$ cat src/rtl/onchip_mem_arbiter.sv
// Two-master round-robin arbiter in front of one single-port RAM, with a bounded ownership lock.
// Latency: grant and memory mux are combinational; read data returns one cycle after the grant.
// Backpressure: the losing requester sees mX_waitrequest=1 until it is granted.
// Ports: clk/reset_n (async, active-low); m0_*/m1_* Avalon-MM slave-side master ports
//   (address, byteenable, read, write, writedata, lock in; waitrequest, readdata, readdatavalid out);
//   mem_* drives the RAM (address, byteenable, chipselect, write, writedata out; readdata in).
module onchip_mem_arbiter #(
  parameter int ADDR_W   = 18,
  parameter int MAX_LOCK = 8
) (
  input  logic              clk,
  input  logic              reset_n,
  input  logic [ADDR_W-1:0] m0_address,
  input  logic [3:0]        m0_byteenable,
  input  logic              m0_read,
  input  logic              m0_write,
  input  logic [31:0]       m0_writedata,
  input  logic              m0_lock,
  output logic              m0_waitrequest,
  output logic [31:0]       m0_readdata,
  output logic              m0_readdatavalid,
  input  logic [ADDR_W-1:0] m1_address,
  input  logic [3:0]        m1_byteenable,
  input  logic              m1_read,
  input  logic              m1_write,
  input  logic [31:0]       m1_writedata,
  input  logic              m1_lock,
  output logic              m1_waitrequest,
  output logic [31:0]       m1_readdata,
  output logic              m1_readdatavalid,
  output logic [ADDR_W-1:0] mem_address,
  output logic [3:0]        mem_byteenable,
  output logic              mem_chipselect,
  output logic              mem_write,
  output logic [31:0]       mem_writedata,
  input  logic [31:0]       mem_readdata
);

  typedef enum logic {ARB, LOCKED} state_t;

  localparam logic [7:0] MAX_CNT = 8'(MAX_LOCK);

  state_t     state, state_nxt;
  logic       lock_owner, lock_owner_nxt;
  logic [7:0] lock_cnt, lock_cnt_nxt;
  logic       last_grant, last_grant_nxt;
  logic       rd_pending, rd_owner;

  logic req0, req1, grant0, grant1, any_grant;
  logic g_read, g_write, g_lock, owner_done;
  logic [7:0] cnt_inc;

  assign req0 = m0_read | m0_write;
  assign req1 = m1_read | m1_write;

  // Grants are suppressed while reset is held so the RAM never sees a stray access.
  always_comb begin
    grant0 = 1'b0;
    grant1 = 1'b0;
    if (reset_n) begin
      if (state == LOCKED) begin
        grant0 = req0 & ~lock_owner;
        grant1 = req1 &  lock_owner;
      end else if (req0 && req1) begin
        grant0 = last_grant;
        grant1 = ~last_grant;
      end else begin
        grant0 = req0;
        grant1 = req1;
      end
    end
  end

  assign any_grant = grant0 | grant1;
  assign g_read    = grant1 ? m1_read  : m0_read;
  assign g_write   = grant1 ? m1_write : m0_write;
  assign g_lock    = grant1 ? m1_lock  : m0_lock;

  assign m0_waitrequest = req0 & ~grant0;
  assign m1_waitrequest = req1 & ~grant1;

  always_comb begin
    mem_address    = '0;
    mem_byteenable = '0;
    mem_writedata  = '0;
    mem_write      = 1'b0;
    if (grant1) begin
      mem_address    = m1_address;
      mem_byteenable = m1_byteenable;
      mem_writedata  = m1_writedata;
      mem_write      = m1_write;
    end else if (grant0) begin
      mem_address    = m0_address;
      mem_byteenable = m0_byteenable;
      mem_writedata  = m0_writedata;
      mem_write      = m0_write;
    end
  end
  assign mem_chipselect = any_grant;

  // lock_cnt counts cycles of ownership including the granting cycle in ARB,
  // so cnt_inc is the ownership length once the current cycle completes.
  assign cnt_inc    = lock_cnt + 8'd1;
  assign owner_done = lock_owner ? (grant1 & ~m1_lock) : (grant0 & ~m0_lock);

  always_comb begin
    state_nxt      = state;
    lock_owner_nxt = lock_owner;
    lock_cnt_nxt   = lock_cnt;
    last_grant_nxt = last_grant;
    if (any_grant) last_grant_nxt = grant1;
    case (state)
      ARB: begin
        // With MAX_LOCK of 1 the granting cycle already exhausts the lock.
        if (any_grant && g_lock && (MAX_CNT > 8'd1)) begin
          state_nxt      = LOCKED;
          lock_owner_nxt = grant1;
          lock_cnt_nxt   = 8'd1;
        end
      end
      LOCKED: begin
        lock_cnt_nxt = cnt_inc;
        if (owner_done || (cnt_inc >= MAX_CNT)) begin
          state_nxt      = ARB;
          lock_cnt_nxt   = 8'd0;
          last_grant_nxt = lock_owner;  // the other master wins the next tie
        end
      end
      default: state_nxt = ARB;
    endcase
  end

  always_ff @(posedge clk or negedge reset_n) begin
    if (!reset_n) begin
      state      <= ARB;
      lock_owner <= 1'b0;
      lock_cnt   <= 8'd0;
      last_grant <= 1'b1;
      rd_pending <= 1'b0;
      rd_owner   <= 1'b0;
    end else begin
      state      <= state_nxt;
      lock_owner <= lock_owner_nxt;
      lock_cnt   <= lock_cnt_nxt;
      last_grant <= last_grant_nxt;
      // A simultaneous read+write is treated as a write only.
      rd_pending <= any_grant & g_read & ~g_write;
      rd_owner   <= grant1;
    end
  end

  assign m0_readdatavalid = rd_pending & ~rd_owner;
  assign m1_readdatavalid = rd_pending &  rd_owner;
  assign m0_readdata      = mem_readdata;
  assign m1_readdata      = mem_readdata;

endmodule

$ cat config.mk
export PLATFORM = sky130hd
export DESIGN_NAME = onchip_mem_arbiter
export DESIGN_NICKNAME = d
export VERILOG_FILES = /design/src/rtl/onchip_mem_arbiter.sv
export SDC_FILE = /design/constraint.sdc
export NUM_CORES = 1
export LEC_CHECK = 0
export ABC_AREA = 1
export BUFFER_PORTS_ARGS = -buffer_cell sky130_fd_sc_hd__buf_2
export CORE_AREA = 2 2 106 108
export CTS_CLUSTER_SIZE = 30
export DETAILED_ROUTE_END_ITERATION = 10
export DIE_AREA = 0 0 108 110
export SYNTH_ARGS = -nofsm -noshare
export SYNTH_HDL_FRONTEND = slang
export SYNTH_SLANG_ARGS = --single-unit
$ cat constraint.sdc
create_clock -name clk -period 2.17 [get_ports clk]
set_clock_uncertainty 0.2 [all_clocks]
set_input_delay 0.434 -clock clk [delete_from_list [all_inputs] [get_ports clk]]
set_output_delay 0.434 -clock clk [all_outputs]
set_load 0.1 [all_outputs]
==> impl_results.md <==
* Tcrit/Tclk final at 1.11
* Slew @ Worst Pin at 487 ps
* Root Driver: clkbuf_8
* Library cells used by synthesis at 25
* Hold Worst Slack at 46.2 ps
* Unrepaired setup endpoints after global routing: yes
* Layout cells sized above 1 at 0.764
* Vias in the first global route at 2405
* First-pass GRT wire length at 11900 µm
* Die Span X at 108 µm
* Post-route ant nets at 0
* Critical path data arrival time at 1770 ps
* #FFs+latches synth at 13
* Detailed-router iteration count before antenna repair at 4
* Ant. Diodes at 0
* Type of the worst setup path: register to output pin
* Min-Delay Path Class: primary input to async pin
* Setup_tns at -12180 ps
* Vias per std cell at 4.27
* TritonCTS clock tree: yes
* Most frequent CP cell: buf_12
* Synth top area share at 0.252
* Clock tree buffer depth at 2
* DRC Markers at 0
* Post-Place Setup Slack at -187 ps
* Avg WL per Cell at 15.5 µm
* Initial Utilization at 0.178
* Pin count of the biggest net entering global routing at 14
* CTS Buf Count at 3
* IO Pins at 272
* Final setup violating endpoints at 58
* Ys Warns at 0
* Placer Congestion at 0.829
* Register area share after synthesis at 0.171
* Cell Rows at 38
* Worst Setup End Kind: output pin
* CTS clk-pin slew, worst paths at 50 ps
* Status: finished, violations left
* Post-Syn Nets at 396
* Worst path buffer plus inverter count at 4
* DRT Wirelength at 8080 µm
* Worst EP required at 1540 ps
* GR Util All Layers at 0.128
* Largest vdd supply drop at 0.895 mV
* CP Cell Sequence: inv_1 > nor2_2 > nand3_2 > nand2_4 > inv_8 > buf_12 > a22o_4 > buf_12
* FMAX at 0.416 GHz
* Hpwl dp at 6860 µm
* Slew Limit Fails at 0
* Synthesized cell area at 1910 µm²
* Cell taking the most area after synthesis: buf_4
* Core area at 10700 µm²
* Synth area leaders: buf_4 25%, a22o_1 25%, dfrtp_1 16%
* GR Overflow Total at 0
* Worst skew pair latency at 240 ps
* Slowest CP cell: dfstp_2
* Routed via count at 2228
* Crit Path Max Fanout at 10
* Min cycle time layout at 2410 ps
* Syn_area_per_cell at 7.73 µm²
* Power Dens Cells at 1530 nW/µm²
* Final Hold Fails at 0
* CP max stage delay at 530 ps
* Violated checks: negative setup slack
* I/O Buffers at 175
* Area post-placement at 3910 µm²
* Worst Setup Start Kind: register
* Max Cap Viol at 0
* Layout area overhead at 120%
* Worst reg2reg setup slack at 150 ps
* Slew headroom at 0.677
* Die height at 110 µm
* Cells after synthesis at 247
* Fillers at 1036
* Nets at 532
* Setup ws final at -237 ps
* Clk sinks at 13
* H-tree levels at 1
* Leak at 2.13 nW
* Design Area, Final at 4190 µm²
* Tot Pwr at 6.42 mW
* Initial drt markers at 64
* CP delay by family, top: flip-flops
* Initial antenna violation count at 0
* DIE AREA at 11900 µm²
## flip-flops by register name, summed over array words and instances, names as in the netlist
signal and flops:
lock_owner 1, lock_cnt 8, state 1, rd_owner 1
last_grant 1, rd_pending 1
## where the power goes
part           internal [mW]  switching [mW]
clock network          0.130          0.0826
registers              0.313          0.0575
logic                   2.29            3.55
total                   2.73            3.69
## cell usage in the layout, fill, tap and decap left out
| cell | count |
|---|---|
| buf_2 | 117 |
| buf_12 | 65 |
| a22o_4 | 54 |
| nand2_1 | 30 |
| buf_4 | 22 |
| inv_1 | 15 |
| dfrtp_1 | 11 |
| nor2_1 | 9 |
| nand3_1 | 6 |
| nor2_2 | 4 |
| o21ai_0 | 4 |
| nand4_1 | 4 |
| o21ai_1 | 4 |
| nand2_2 | 3 |
| nor2_4 | 3 |
| inv_4 | 3 |
| nand2_4 | 3 |
| nand3_2 | 3 |
| xor2_1 | 3 |
| clkbuf_8 | 3 |
| inv_2 | 2 |
| buf_16 | 2 |
| inv_8 | 1 |
| inv_6 | 1 |
| a21oi_4 | 1 |
| o2111a_1 | 1 |
| or2_2 | 1 |
| o21ai_2 | 1 |
| ha_1 | 1 |
| clkbuf_1 | 1 |
| dlygate4sd3_1 | 1 |
| dfstp_2 | 1 |
| buf_6 | 1 |
| dfrtp_2 | 1 |
## cells by family (layout without fill, tap and decap cells)
family / after synthesis / in the layout / share of synthesized area
adders and majority gates: 1 / 1 / 0.00656
xor gates and xnor gates: 3 / 3 / 0.0138
and+or+nand+nor: 66 / 66 / 0.169
AOI/OAI and AO/OA: 65 / 65 / 0.280
buffers and inverters: 99 / 234 / 0.360
DFF: 13 / 13 / 0.171
## area by class of cell
class	instances	area [µm²]	area share
clock buffers	4	45.0	0.0108
inverters	22	103	0.0245
well taps	140	175	0.0418
repair buffers	208	2130	0.508
flip-flops and latches	13	328	0.0783
multi-input cells	135	1410	0.337
## worst min-delay path, delay by kind of cell
family,cells,cell delay [ps]
buf+inv,3,390
## stage by stage
step | util | instances
2_1_floorplan | - | 247
3_3_place_gp | 0.366 | 510
3_5_place_dp | 0.366 | 510
4_1_cts | 0.390 | 521
5_1_grt | 0.392 | 522
6_report | 0.392 | 522
## path summary, 6_finish.rpt
check                                   startpoint                       to  cells past startpoint
min in group clk           lock_cnt[7]$_DFFE_PN0P_  lock_cnt[7]$_DFFE_PN0P_                      2
hold / removal                             reset_n       rd_owner$_DFF_PN0_                      3
setup reg to reg              last_grant$_DFF_PN1_     last_grant$_DFF_PN1_                     12
max in group asynchronous                  reset_n  lock_cnt[4]$_DFFE_PN0P_                      3
hold reg to reg            lock_cnt[7]$_DFFE_PN0P_  lock_cnt[7]$_DFFE_PN0P_                      2
setup / recovery              last_grant$_DFF_PN1_        mem_writedata[31]                      8
## timing repair
item,in CTS,in global routing
endpoints found under the setup margin,58,58
gates cloned,2,0
buffers inserted,4,1
hold endpoints to repair,7,0
gates resized for setup,25,2
pin swaps,11,1
hold buffers,1,0
## synthesized netlist by cell type
master    count
xor2_1        3
a22o_1       54
nand2_4       1
dfrtp_1      12
nor2_2        3
nor2_1       11
ha_1          1
nand4_1       4
nor2_4        2
buf_6         9
inv_2         4
o2111a_1      1
nand2_2       2
nand3_2       3
nand3_1       6
buf_4        64
inv_1        17
o21ai_1       4
dfstp_2       1
nand2_1      33
a21oi_1       1
or2_2         1
inv_4         1
o21ai_0       5
buf_2         4
## metal layers
layer	wire length (µm)	track usage	share of wire
met5	0	0	0
met4	201	0.0440	0.025
met3	677	0.0312	0.084
met2	4340	0.231	0.54
met1	2860	0.148	0.35
(Power assumes the default switching activity.)
